### src/rtl/key_conditioner_pkg.sv
// Shared types and default constants for the pushbutton conditioner.
//   key_state_t      : debounce FSM state encoding
//   KEY_DEBOUNCE_DEF : default debounce length (10 ms at 100 MHz)
//   KEY_LONG_DEF     : default long-press length (1 s at 100 MHz)
package key_pkg;

    typedef enum logic [1:0] {
        IDLE        = 2'd0,
        PRESS_CHK   = 2'd1,
        HELD        = 2'd2,
        RELEASE_CHK = 2'd3
    } key_state_t;

    localparam int unsigned KEY_DEBOUNCE_DEF = 1_000_000;
    localparam int unsigned KEY_LONG_DEF     = 100_000_000;

endpackage

### src/rtl/key_conditioner_if.sv
// Bundle between the raw pushbutton and the conditioned event consumers.
//   key         : raw asynchronous pushbutton level
//   key_level   : debounced pressed level (1 = pressed)
//   key_press   : one-cycle accepted-press pulse
//   key_release : one-cycle accepted-release pulse
//   key_long    : one-cycle long-press pulse, at most once per press
//   run_en      : run/stop level, toggles on every accepted press
// master = conditioner side, slave = board/consumer side.
interface key_conditioner_if;

    logic key;
    logic key_level;
    logic key_press;
    logic key_release;
    logic key_long;
    logic run_en;

    modport master (
        input  key,
        output key_level,
        output key_press,
        output key_release,
        output key_long,
        output run_en
    );

    modport slave (
        output key,
        input  key_level,
        input  key_press,
        input  key_release,
        input  key_long,
        input  run_en
    );

endinterface

### src/rtl/key_conditioner_sync_2ff.sv
// Two-flop synchroniser for an asynchronous single-bit board input.
//   clk : destination clock
//   rst : asynchronous active-low reset, both flops load RESET_VAL
//   d   : asynchronous input
//   q   : synchronised output (two cycles of latency)
module sync_2ff #(
    parameter bit RESET_VAL = 1'b0
) (
    input  logic clk,
    input  logic rst,
    input  logic d,
    output logic q
);

    logic meta;

    // Plain shift pair; meta is the only flop allowed to go metastable.
    always_ff @(posedge clk or negedge rst) begin
        if (!rst) begin
            meta <= RESET_VAL;
            q    <= RESET_VAL;
        end else begin
            meta <= d;
            q    <= meta;
        end
    end

endmodule

### src/rtl/key_conditioner.sv
// Pushbutton conditioner: synchronise, debounce and classify a raw key into
// press / release / long-press pulses plus a run_en level toggled per press.
//   clk : single clock, rising edge
//   rst : asynchronous active-low reset
//   kif : key_conditioner_if.master (raw key in, registered events out)
module key_conditioner
    import key_pkg::*;
#(
    parameter int unsigned DEBOUNCE_CYCLES   = KEY_DEBOUNCE_DEF,
    parameter int unsigned LONG_PRESS_CYCLES = KEY_LONG_DEF,
    parameter bit          KEY_ACTIVE_LOW    = 1'b1,
    parameter bit          RUN_INIT          = 1'b1
) (
    input  logic              clk,
    input  logic              rst,
    key_conditioner_if.master kif
);

    // Debounce counter tops out at DEBOUNCE_CYCLES-1, hold counter at LONG_PRESS_CYCLES.
    localparam int unsigned DB_W = $clog2(DEBOUNCE_CYCLES);
    localparam int unsigned LP_W = $clog2(LONG_PRESS_CYCLES + 1);

    localparam logic [DB_W-1:0] DB_LAST  = DB_W'(DEBOUNCE_CYCLES - 1);
    localparam logic [LP_W-1:0] LP_MAX   = LP_W'(LONG_PRESS_CYCLES);
    localparam logic [LP_W-1:0] LP_LAST  = LP_W'(LONG_PRESS_CYCLES - 1);

    logic key_sync;
    logic s;

    key_state_t      state_q, state_d;
    logic [DB_W-1:0] db_cnt_q, db_cnt_d;
    logic [LP_W-1:0] hold_cnt_q, hold_cnt_d;
    logic            long_done_q, long_done_d;
    logic            level_q, level_d;
    logic            press_q, press_d;
    logic            release_q, release_d;
    logic            long_q, long_d;
    logic            run_q, run_d;

    // Synchroniser idles at the released raw level so reset never looks like a press.
    sync_2ff #(
        .RESET_VAL (KEY_ACTIVE_LOW)
    ) u_sync (
        .clk (clk),
        .rst (rst),
        .d   (kif.key),
        .q   (key_sync)
    );

    // Normalise to active-high pressed.
    assign s = key_sync ^ KEY_ACTIVE_LOW;

    // State and output registers.
    always_ff @(posedge clk or negedge rst) begin
        if (!rst) begin
            state_q     <= IDLE;
            db_cnt_q    <= '0;
            hold_cnt_q  <= '0;
            long_done_q <= 1'b0;
            level_q     <= 1'b0;
            press_q     <= 1'b0;
            release_q   <= 1'b0;
            long_q      <= 1'b0;
            run_q       <= RUN_INIT;
        end else begin
            state_q     <= state_d;
            db_cnt_q    <= db_cnt_d;
            hold_cnt_q  <= hold_cnt_d;
            long_done_q <= long_done_d;
            level_q     <= level_d;
            press_q     <= press_d;
            release_q   <= release_d;
            long_q      <= long_d;
            run_q       <= run_d;
        end
    end

    // Next-state, counters and next-output values.
    always_comb begin
        state_d     = state_q;
        db_cnt_d    = db_cnt_q;
        hold_cnt_d  = hold_cnt_q;
        long_done_d = long_done_q;
        press_d     = 1'b0;
        release_d   = 1'b0;
        long_d      = 1'b0;
        run_d       = run_q;

        case (state_q)
            IDLE: begin
                long_done_d = 1'b0;
                if (s) begin
                    state_d  = PRESS_CHK;
                    db_cnt_d = '0;
                end
            end
            // The IDLE->PRESS_CHK cycle counts as the first stable sample, so
            // DEBOUNCE_CYCLES more pressed samples here complete the press.
            PRESS_CHK: begin
                if (!s) begin
                    state_d = IDLE;
                end else if (db_cnt_q == DB_LAST) begin
                    state_d    = HELD;
                    press_d    = 1'b1;
                    run_d      = ~run_q;
                    hold_cnt_d = '0;
                end else begin
                    db_cnt_d = db_cnt_q + DB_W'(1);
                end
            end
            HELD: begin
                if (!s) begin
                    state_d  = RELEASE_CHK;
                    db_cnt_d = '0;
                end else begin
                    if (hold_cnt_q != LP_MAX) begin
                        hold_cnt_d = hold_cnt_q + LP_W'(1);
                    end
                    // Pulse on the edge the counter lands on LONG_PRESS_CYCLES.
                    if (hold_cnt_q == LP_LAST && !long_done_q) begin
                        long_d      = 1'b1;
                        long_done_d = 1'b1;
                    end
                end
            end
            // Hold counter is frozen while a release is being qualified.
            RELEASE_CHK: begin
                if (s) begin
                    state_d = HELD;
                end else if (db_cnt_q == DB_LAST) begin
                    state_d   = IDLE;
                    release_d = 1'b1;
                end else begin
                    db_cnt_d = db_cnt_q + DB_W'(1);
                end
            end
            default: begin
                state_d = IDLE;
            end
        endcase

        level_d = (state_d == HELD) || (state_d == RELEASE_CHK);
    end

    assign kif.key_level   = level_q;
    assign kif.key_press   = press_q;
    assign kif.key_release = release_q;
    assign kif.key_long    = long_q;
    assign kif.run_en      = run_q;

endmodule

### src/flat_wrapper.sv
// flat-port wrapper written by rule: the top's interface ports become plain ports
module key_conditioner_flat import key_pkg::*;
#(
    parameter int unsigned DEBOUNCE_CYCLES   = KEY_DEBOUNCE_DEF,
    parameter int unsigned LONG_PRESS_CYCLES = KEY_LONG_DEF,
    parameter bit          KEY_ACTIVE_LOW    = 1'b1,
    parameter bit          RUN_INIT          = 1'b1
)
  (clk, rst, kif_key, kif_key_level, kif_key_press, kif_key_release, kif_key_long, kif_run_en);
  key_conditioner_if kif_i ();
  input  logic clk;
  input  logic rst;
  input wire logic [$bits(kif_i.key)-1:0] kif_key;
  output wire logic [$bits(kif_i.key_level)-1:0] kif_key_level;
  output wire logic [$bits(kif_i.key_press)-1:0] kif_key_press;
  output wire logic [$bits(kif_i.key_release)-1:0] kif_key_release;
  output wire logic [$bits(kif_i.key_long)-1:0] kif_key_long;
  output wire logic [$bits(kif_i.run_en)-1:0] kif_run_en;
  assign kif_i.key = kif_key;
  assign kif_key_level = kif_i.key_level;
  assign kif_key_press = kif_i.key_press;
  assign kif_key_release = kif_i.key_release;
  assign kif_key_long = kif_i.key_long;
  assign kif_run_en = kif_i.run_en;
  key_conditioner #(.DEBOUNCE_CYCLES(DEBOUNCE_CYCLES), .LONG_PRESS_CYCLES(LONG_PRESS_CYCLES), .KEY_ACTIVE_LOW(KEY_ACTIVE_LOW), .RUN_INIT(RUN_INIT)) u_core (.clk(clk), .rst(rst), .kif(kif_i));
endmodule
### config.mk
export PLATFORM = sky130hd
export DESIGN_NAME = key_conditioner_flat
export DESIGN_NICKNAME = d
export VERILOG_FILES = /design/src/rtl/key_conditioner_pkg.sv /design/src/rtl/key_conditioner_if.sv /design/src/rtl/key_conditioner_sync_2ff.sv /design/src/rtl/key_conditioner.sv /design/src/flat_wrapper.sv
export SDC_FILE = /design/constraint.sdc
export NUM_CORES = 1
export LEC_CHECK = 0
export BUFFER_PORTS_ARGS = -buffer_cell sky130_fd_sc_hd__buf_2
export CORE_MARGIN = 2
export CORE_UTILIZATION = 65
export CTS_BUF_LIST = sky130_fd_sc_hd__clkbuf_8
export CTS_CLUSTER_DIAMETER = 80
export DETAILED_ROUTE_END_ITERATION = 6
export GPL_TIMING_DRIVEN = 0
export MAX_ROUTING_LAYER = met4
export PLACE_DENSITY = 0.82
export REMOVE_ABC_BUFFERS = 1
export SETUP_SLACK_MARGIN = 0.05
export SYNTH_ARGS = -nofsm -noshare
export SYNTH_HDL_FRONTEND = slang
export SYNTH_SLANG_ARGS = --single-unit
export TNS_END_PERCENT = 20
### constraint.sdc
create_clock -name clk -period 6.4 [get_ports clk]
set_input_delay 0.96 -clock clk [delete_from_list [all_inputs] [get_ports clk]]
set_output_delay 0.96 -clock clk [all_outputs]
set_load 0.03 [all_outputs]
==> reports/qor.csv, run 1 <==
stage,metric,value,unit
final_layout,num_antenna_cells,0,
clocking,clock_sinks,57,
synth,synthXorXnorAreaFrac,4.98,%
timing,hold_viol_final,0,
synth,synth_adder_area_share,1.19,%
synth,seq_area_frac_synth,45.2,%
routing,drc,0,
critical_path,rrSetupSlack,3.50,ns
grt,grt_pass1_vias,2652,
grt,antenna_found_initial,0,
clocking,cts_resized,0,
floorplanning,initial_utilization,67.0,%
synth,synth_top_area_share,42.7,%
routing,drt_pass1_iterations,4,
timing,final-setup-viol-count,0,
grt,grt_pass1_wl,12400,µm
critical_path,crit_fanout,49,
clocking,numCtsBuffers,9,
power,leakage,1.35,nW
placement,dpl.hpwl,4700,µm
hold_path,hold_path.class,reg -> reg,
timing,grt_setup_unrepaired,no,
routing,wl_per_cell,17.1,µm
timing,slew_violations,0,
clocking,cts_setup_buffers,0,
power,peakVddDrop,0.000170,V
routing,wirelength,7160,µm
synth,yosys_warnings,0,
synth,synth.area.mux_share,0.633,%
final_layout,area_growth,8.43,%
timing,fmax,345,MHz
critical_path,arrival,3.17,ns
timing,hold_ws,0.358,ns
critical_path,critPathCaptureType,flop,
floorplanning,rows,25,
run,cap_violations,0,
grt,met3_usage,4.94,%
clocking,clkTransAtPathRegs,0.07,ns
synth,yosysTopAreaCell,dfrtp_1,
routing,num_vias,2749,
routing,via_per_inst,6.58,
critical_path,path_class,reg -> reg,
synth,synth_area_leaders,"dfrtp_1 (43%), or4_1 (4.5%), xnor2_1 (4.4%), a21oi_1 (3.8%), o31ai_1 (3.8%)",
grt,grt_max_degree,58,
grt,top_usage_layer,met2,
power,powerDensity,202,nW/µm²
grt,met2_usage,49.2,%
timing,slew-limit-headroom,15.8,%
clocking,root_buffer,clkbuf_8,
routing,detail_route.iter0.violations,247,
placement,port-buffer-count,7,
synth,netlist_instances,343,
timing,worst_pin_slew,1.26,ns
grt,grt_use_total,31.1,%
timing,final.setup.tns,0,ns
final_layout,drive_gt1_share,9.97,%
clocking,cts-hold-fix-buffers,0,
timing,fin_crit,2.90,ns
floorplanning,pin_count,8,
floorplanning,die_h,73.8,µm
final_layout,final_common_cell,dfrtp_1,
synth,synth_edf_count,0,
floorplanning,dieArea,5440,µm²
synth,netlist_area,3160,µm²
final_layout,final_cell_mix,"dfrtp_1 (54), nand2_1 (26), nor2_1 (25)",
critical_path,cp-start-kind,flop,
floorplanning,core_area,4720,µm²
grt,grt_overflow,0,
clocking,clock_latency,0.35,ns
synth,synth_top_family_by_area,simple AND/OR/NAND/NOR gates,
grt,use_met1,38.0,%
synth,synth_top_flop_cell,dfrtp_1,
outcome,status,finished clean,
placement,gp_congestion,0.886,
synth,synth-simple-area-share,30.4,%
floorplanning,die_x,73.8,µm
clocking,tritoncts,done,
timing,period_share,45.2,%
synth,synth_cell_types,49,
final_layout,nNetsFinal,352,
timing,fin_worst_skew,0.00711,ns
synth,synth-seq-cells,57,
routing,ant_nets,0,
clocking,cts_buffer_depth,2,
synth,async_reset_ff_share,100,%
synth,syn_avg_cell_area,9.22,µm²
critical_path,cp.required,6.67,ns
clocking,h-tree-depth,3,
synth,synth_compound_area_share,14.6,%
synthesized netlist by cell type (2+ instances only):
cell type and instances:
nor2_1 25, ha_1 3, nor4_1 14, or4_1 19, o31ai_1 16, xnor2_1 16, a2111oi_0 2, o211ai_1 2
a211oi_1 3, dfstp_2 3, nand3_1 22, or3_1 10, o21ai_0 13, nor3_1 8, nand4_1 11, nand2b_1 3
dfrtp_1 54, and2_1 3, and3_1 6, mux2i_1 2, nand2_1 26, xor2_1 2, a21o_1 3, and4_1 6
nand4b_1 3, inv_1 8, clkbuf_1 15, a21oi_1 24
through the flow:
stage	std cells	setup WS (ns)	utilization [%]	power, mW	instance area, µm²
after floorplan	326	3.44	-	0.383	3100
after global placement	400	2.21	68.1	0.394	3220
after detailed placement	402	3.55	68.7	0.395	3250
after CTS	418	3.53	72.6	0.698	3430
after global routing	418	3.23	72.6	0.711	3430
final	418	3.50	72.6	0.692	3430
routing by layer:
metal	routed length (µm)	part of all wire [%]
met5	0	0
met4	193	2.7
met2	3680	51
met1	3060	43
met3	226	3.2
worst max-delay path, stage by stage (launching register included):
cell and delay (ns):
dfrtp_1 0.40, ha_1 0.24, nand3_1 0.27, nor4_4 0.72, a21oi_4 0.41, or4_1 0.60, a21oi_1 0.17
final cells by class:
class / instances / area [µm²]
multi-input combinational: 261 / 1650
sequential: 57 / 1430
fill: 355 / 1290
clock buffer: 11 / 151
tap: 67 / 83.8
timing repair buffer: 9 / 52.6
clock inverter: 5 / 30.0
inverter: 8 / 30.0
report_power, final:
| group | internal, mW | total, mW | switching [mW] |
|---|---|---|---|
| registers | 0.364 | 0.370 | 0.00523 |
| clock network | 0.159 | 0.304 | 0.145 |
| logic | 0.00496 | 0.0181 | 0.0132 |
| total | 0.528 | 0.692 | 0.164 |
sequential cells by signal, indices dropped and copies added (netlist names):
signal and count:
u_core.u_sync.meta 1, u_core.db_cnt_q 20, u_core.kif.key_press 1, u_core.kif.run_en 1, u_core.u_sync.q 1, u_core.kif.key_level 1, u_core.hold_cnt_q 27, u_core.state_q 2
u_core.long_done_q 1, u_core.kif.key_long 1, u_core.kif.key_release 1
final timing paths:
kind	from	endpoint	depth (start not counted)
min in group asynchronous	rst	u_core.hold_cnt_q[24]	1
max in group asynchronous	rst	u_core.db_cnt_q[12]	1
worst min register to register	u_core.u_sync.meta	u_core.u_sync.q	0
worst max register to register	u_core.db_cnt_q[0]	u_core.hold_cnt_q[25]	6
worst max-delay path	u_core.db_cnt_q[0]	u_core.hold_cnt_q[25]	6
worst min-delay path	u_core.u_sync.meta	u_core.u_sync.q	0
cells by family after synthesis:
logic type,Yosys count
adders and majority gates,3
and+or+nand+nor,166
buffers and inverters,25
DFF,57
xor gates and xnor gates,18
AOI/OAI and AO/OA,72
muxes,2
(Power assumes the default switching activity.)
==> inputs of run 2 (changes only) <==
Clock period 6.4 ns to 2.92 ns, I/O delays scaled along.
==> run 2 against run 1 <==
Compared with the run above: sequential share of layout area decreased by 0.17 points; clock power increased by 120%; critical endpoint is now u_core.db_cnt_q[16]; count of clock-buffer cells in the layout is the same; wire length is 0.50% higher; sequential power rose by 120%.
==> reports/qor.csv, run 2 (synthesis gave the netlist of run 1 again) <==
stage,metric,value,unit
routing,num_vias,2791,
final_layout,finalNonFillerCells,419,
critical_path,rr_worst_depth,5,
final_layout,num_antenna_cells,0,
routing,detail_route.iter0.violations,256,
final_layout,nNetsFinal,353,
grt,antenna_found_initial,0,
grt,grt_pass1_vias,2662,
timing,fmax,385,MHz
outcome,status,finished clean,
critical_path,setup.worst_path.start,u_core.state_q[1],
final_layout,reg.largest.list,"u_core.hold_cnt_q (27), u_core.db_cnt_q (20), u_core.state_q (2)",
critical_path,arrival,2.83,ns
power,peakVddDrop,0.000372,V
critical_path,path_class,reg -> reg,
placement,port-buffer-count,7,
timing,fin_crit,2.59,ns
clocking,clock_latency,0.35,ns
final_layout,drive_gt1_share,10.5,%
grt,grt_overflow,0,
floorplanning,rows,25,
final_layout,regMostFlops,u_core.hold_cnt_q,
clocking,cts_buffer_depth,2,
final_layout,final_cell_mix,"dfrtp_1 (54), nand2_1 (26), nor2_1 (25)",
final_layout,final_common_cell,dfrtp_1,
critical_path,crit_fanout,12,
clocking,clock_sinks,57,
routing,wirelength,7200,µm
routing,wl_per_cell,17.2,µm
placement,pre_cts_ws,0.0658,ns
final_layout,final_area,3440,µm²
run,cap_violations,0,
timing,worst_pin_slew,1.26,ns
routing,drt_pass1_iterations,5,
placement,dpl.hpwl,4700,µm
critical_path,path_cells,"xnor2_1, nand4_1, nor3_1, a21oi_1, a31o_2",
timing,timing.final.ws_setup,0.326,ns
final_layout,area_growth,8.86,%
timing,fin_worst_skew,0.00715,ns
placement,gp_congestion,0.886,
critical_path,critPathCaptureType,flop,
routing,via_per_inst,6.66,
timing,hold_ws,0.123,ns
clocking,h-tree-depth,3,
final_layout,final_util,72.9,%
hold_path,hold_path.class,in -> async,
floorplanning,die_x,73.8,µm
grt,grt_use_total,31.0,%
routing,drc,0,
floorplanning,dieArea,5440,µm²
critical_path,crit_end,u_core.db_cnt_q[16],
clocking,root_buffer,clkbuf_8,
clocking,tritoncts,done,
grt,grt_max_degree,58,
critical_path,cp_slowest_cell,xnor2_1,
placement,dp_cells,402,
power,powerDensity,442,nW/µm²
timing,final.setup.tns,0,ns
critical_path,r2r-start,u_core.state_q[1],
critical_path,cp.required,3.15,ns
critical_path,slowest_delay,0.68,ns
timing,hold_viol_final,0,
floorplanning,die_h,73.8,µm
critical_path,cp-start-kind,flop,
final_layout,largest_register_ffs,27,
timing,slew_violations,0,
grt,grt_pass1_wl,12400,µm
timing,slew-limit-headroom,15.6,%
critical_path,r2r_end,u_core.db_cnt_q[16],
timing,grt_setup_unrepaired,no,
floorplanning,core_area,4720,µm²
power,leakage,1.36,nW
timing,final-setup-viol-count,0,
power,finalPower,1.52,mW
placement,place_area,3250,µm²
clocking,numCtsBuffers,9,
timing,period_share,88.8,%
clocking,cts-hold-fix-buffers,0,
floorplanning,initial_utilization,67.0,%
critical_path,rrSetupSlack,0.33,ns
clocking,clkTransAtPathRegs,0.07,ns
floorplanning,pin_count,8,
routing,ant_nets,0,
## run 2: changes by cell type in the layout (fill, tap and decap cells not counted), sizes merged
cell	change
buf	+1
## run 2: cell type report
type | count | area, µm²
clock buffers | 11 | 151
clock inverters | 5 | 30.0
flip-flops and latches | 57 | 1430
multi-input cells | 261 | 1660
well taps | 67 | 83.8
repair buffers | 10 | 60.1
inverters | 8 | 30.0
fillers | 350 | 1280
## run 2: worst min-delay path by stage
stage	end	slack (ns)	depth (start not counted)
2_1_floorplan	u_core.db_cnt_q[0]	0.14	0
3_3_place_gp	u_core.u_sync.q	0.35	0
3_5_place_dp	u_core.u_sync.q	0.35	0
4_1_cts	u_core.u_sync.meta	0.17	1
5_1_grt	u_core.u_sync.meta	0.17	1
6_report	u_core.hold_cnt_q[24]	0.12	1
## run 2: power by group
group	internal, mW	switching (mW)	total, mW
clock	0.349	0.322	0.671
combinational	0.0109	0.0290	0.0399
sequential	0.798	0.0116	0.810
total	1.16	0.363	1.52
## run 2: repair_timing
item | CTS | global route
gates resized for setup | 0 | 1
setup endpoints to repair | 1 | 11
pin swaps | 1 | 0
setup buffers | 1 | 0
## run 2: routing by layer
metal / wire length [µm] / global-route usage, % / part of all wire, % / vias to the layer above
met5: 0 / - / 0 / -
met4: 216 / 17.2 / 3.0 / 0
met3: 325 / 4.94 / 4.5 / 24
met2: 3580 / 48.8 / 50 / 90
met1: 3080 / 38.2 / 43 / 1363
li1: - / - / - / 1314
## run 2: worst max-delay path, delay by kind of cell, from the launching register on
kind / cells / cell delay [ns]
and+or+nand+nor: 2 / 0.90
DFF: 1 / 0.53
xor gates and xnor gates: 1 / 0.68
AOI/OAI and AO/OA: 2 / 0.37
==> inputs of run 3 (changes only) <==
Settings changed: CORE_UTILIZATION 65 to 62, CTS_BUF_LIST sky130_fd_sc_hd__clkbuf_8 to default, PLACE_DENSITY 0.82 to 0.79.
==> run 3 against run 2 <==
Compared with the run above: final area rose by 1.8%; utilization fell by 0.15 points; wire length fell by 1.2%; total power rose by 9.8%; worst setup slack got worse by 0.0013 ns; sequential power barely moved; register-to-register slack barely moved.
==> reports/qor.csv, run 3 (synthesis gave the netlist of run 1 again) <==
stage,metric,value,unit
outcome,status,finished clean,
timing,hold_viol_final,0,
timing,fin_crit,2.60,ns
power,cell_internal_pwr,1.31,mW
critical_path,critPathCaptureType,flop,
hold_path,hold_path.class,in -> async,
power,power_switching,358,µW
critical_path,crit_fanout,49,
placement,port-buffer-count,7,
grt,grt_use_total,28.7,%
critical_path,cp_slowest_cell,or4_1,
placement,pre_cts_ws,0.105,ns
final_layout,largest_register_ffs,27,
clocking,cts_buffer_depth,2,
routing,ant_nets,0,
critical_path,r2r_end,u_core.hold_cnt_q[15],
grt,top_usage_layer,met1,
critical_path,r2r-start,u_core.db_cnt_q[8],
run,cap_violations,0,
timing,timing.final.ws_setup,0.324,ns
clocking,root_buffer,clkbuf_8,
routing,drt_pass1_iterations,5,
placement,gp_congestion,0.893,
grt,use_met1,40.8,%
critical_path,arrival,2.86,ns
routing,detail_route.iter0.violations,235,
timing,slew_violations,0,
timing,worst_pin_slew,1.28,ns
final_layout,final_common_cell,dfrtp_1,
critical_path,path_class,reg -> reg,
floorplanning,die_h,75.4,µm
floorplanning,die_x,75.4,µm
routing,via_per_inst,6.58,
final_layout,regMostFlops,u_core.hold_cnt_q,
floorplanning,core_area,4820,µm²
grt,grt_pass1_wl,11900,µm
power,combPwrFrac,2.4,%
critical_path,rrSetupSlack,0.32,ns
grt,met3_usage,9.66,%
grt,grt_max_degree,58,
timing,fin_worst_skew,0.00787,ns
final_layout,reg.largest.list,"u_core.hold_cnt_q (27), u_core.db_cnt_q (20), u_core.state_q (2)",
power,powerDensity,476,nW/µm²
critical_path,slowest_delay,0.60,ns
grt,met2_usage,38.3,%
critical_path,path_cells,"or4b_4, nor4_4, buf_4, a21oi_4, or4_1, a21oi_1",
final_layout,num_antenna_cells,0,
timing,grt_setup_unrepaired,no,
routing,num_vias,2775,
power,p_sw_share,21.5,%
power,finalPower,1.67,mW
critical_path,cp_num_buf_inv,1,
grt,antenna_found_initial,0,
routing,drc,0,
routing,wirelength,7110,µm
routing,wl_per_cell,16.9,µm
final_layout,fill_cells,387,
final_layout,area_growth,10.8,%
timing,final-setup-viol-count,0,
critical_path,cp-start-kind,flop,
timing,fmax,385,MHz
timing,slew-limit-headroom,14.5,%
grt,grt_overflow,0,
final_layout,nNetsFinal,356,
critical_path,rr_worst_depth,6,
critical_path,critPathTopFamily,simple AND/OR/NAND/NOR gates,
power,p_seq_share,48.5,%
final_layout,drive_gt1_share,11.0,%
clocking,tritoncts,done,
clocking,h-tree-depth,3,
placement,dpl.hpwl,4620,µm
floorplanning,initial_utilization,65.7,%
power,peakVddDrop,0.000364,V
floorplanning,rows,25,
floorplanning,dieArea,5690,µm²
final_layout,final_cell_mix,"dfrtp_1 (54), nand2_1 (26), nor2_1 (25)",
floorplanning,pin_count,8,
power,clockPowerShare,49.1,%
clocking,clock_sinks,57,
timing,period_share,88.9,%
power,leakage,1.39,nW
clocking,clkTransAtPathRegs,0.07,ns
clocking,clock_latency,0.34,ns
critical_path,cp.required,3.19,ns
clocking,numCtsBuffers,9,
grt,grt_pass1_vias,2472,
## run 3: per-stage QoR
stage / util, % / area [µm²] / hold slack [ns] / TNS (ns) / cells
after floorplan: - / 3100 / 0.142 / -0.824 / 326
after global placement: 66.8 / 3220 / 0.346 / -23.43 / 400
after detailed placement: 67.4 / 3250 / 0.351 / 0 / 402
after CTS: 71.9 / 3470 / 0.175 / 0 / 418
after global routing: 72.8 / 3500 / 0.171 / 0 / 422
final: 72.8 / 3500 / 0.142 / 0 / 422
## run 3: what timing repair did
action | in CTS | in global routing
setup endpoints to repair | 0 | 22
resized for setup | 0 | 1
buffers inserted | 0 | 4
hold buffers | 0 | 0
## run 3: final cells by class
type,count,area [µm²],share of cell area [%]
well taps,67,83.8,2.39
clock inverters,5,78.8,2.25
multi-input cells,261,1660,47.3
clock buffers,11,141,4.03
repair buffers,13,82.6,2.36
inverters,8,30.0,0.857
flip-flops and latches,57,1430,40.8
## run 3: worst max path at each step
stage                    startpoint                    end  slack (ns)  depth (start not counted)
2_1_floorplan    u_core.db_cnt_q[0]  u_core.hold_cnt_q[10]       -0.04                          6
3_3_place_gp     u_core.db_cnt_q[0]  u_core.hold_cnt_q[24]       -1.14                          6
3_5_place_dp     u_core.db_cnt_q[0]  u_core.hold_cnt_q[13]        0.10                          6
4_1_cts          u_core.db_cnt_q[0]  u_core.hold_cnt_q[13]        0.07                          6
5_1_grt        u_core.hold_cnt_q[5]   u_core.hold_cnt_q[9]        0.15                          5
6_report         u_core.db_cnt_q[8]  u_core.hold_cnt_q[15]        0.32                          6
## run 3: power by group through the flow
stage          sequential, mW  clock, mW  combinational, mW
2_1_floorplan           0.821          0             0.0189
3_3_place_gp            0.823          0             0.0399
3_5_place_dp            0.824          0             0.0403
4_1_cts                 0.809      0.836             0.0407
5_1_grt                 0.811      0.873             0.0470
6_report                0.810      0.820             0.0398
## run 3: worst reg2reg max path, cell delays in order (launching register included)
cell and delay (ns):
dfrtp_1 0.45, or4b_4 0.58, nor4_4 0.29, buf_4 0.20
a21oi_4 0.24, or4_1 0.62, a21oi_1 0.15
## run 3: routing by layer
metal  part of all wire, %  wire length [µm]
met4                   2.0               143
met5                     0                 0
met2                    44              3160
met1                    47              3340
met3                   6.6               469
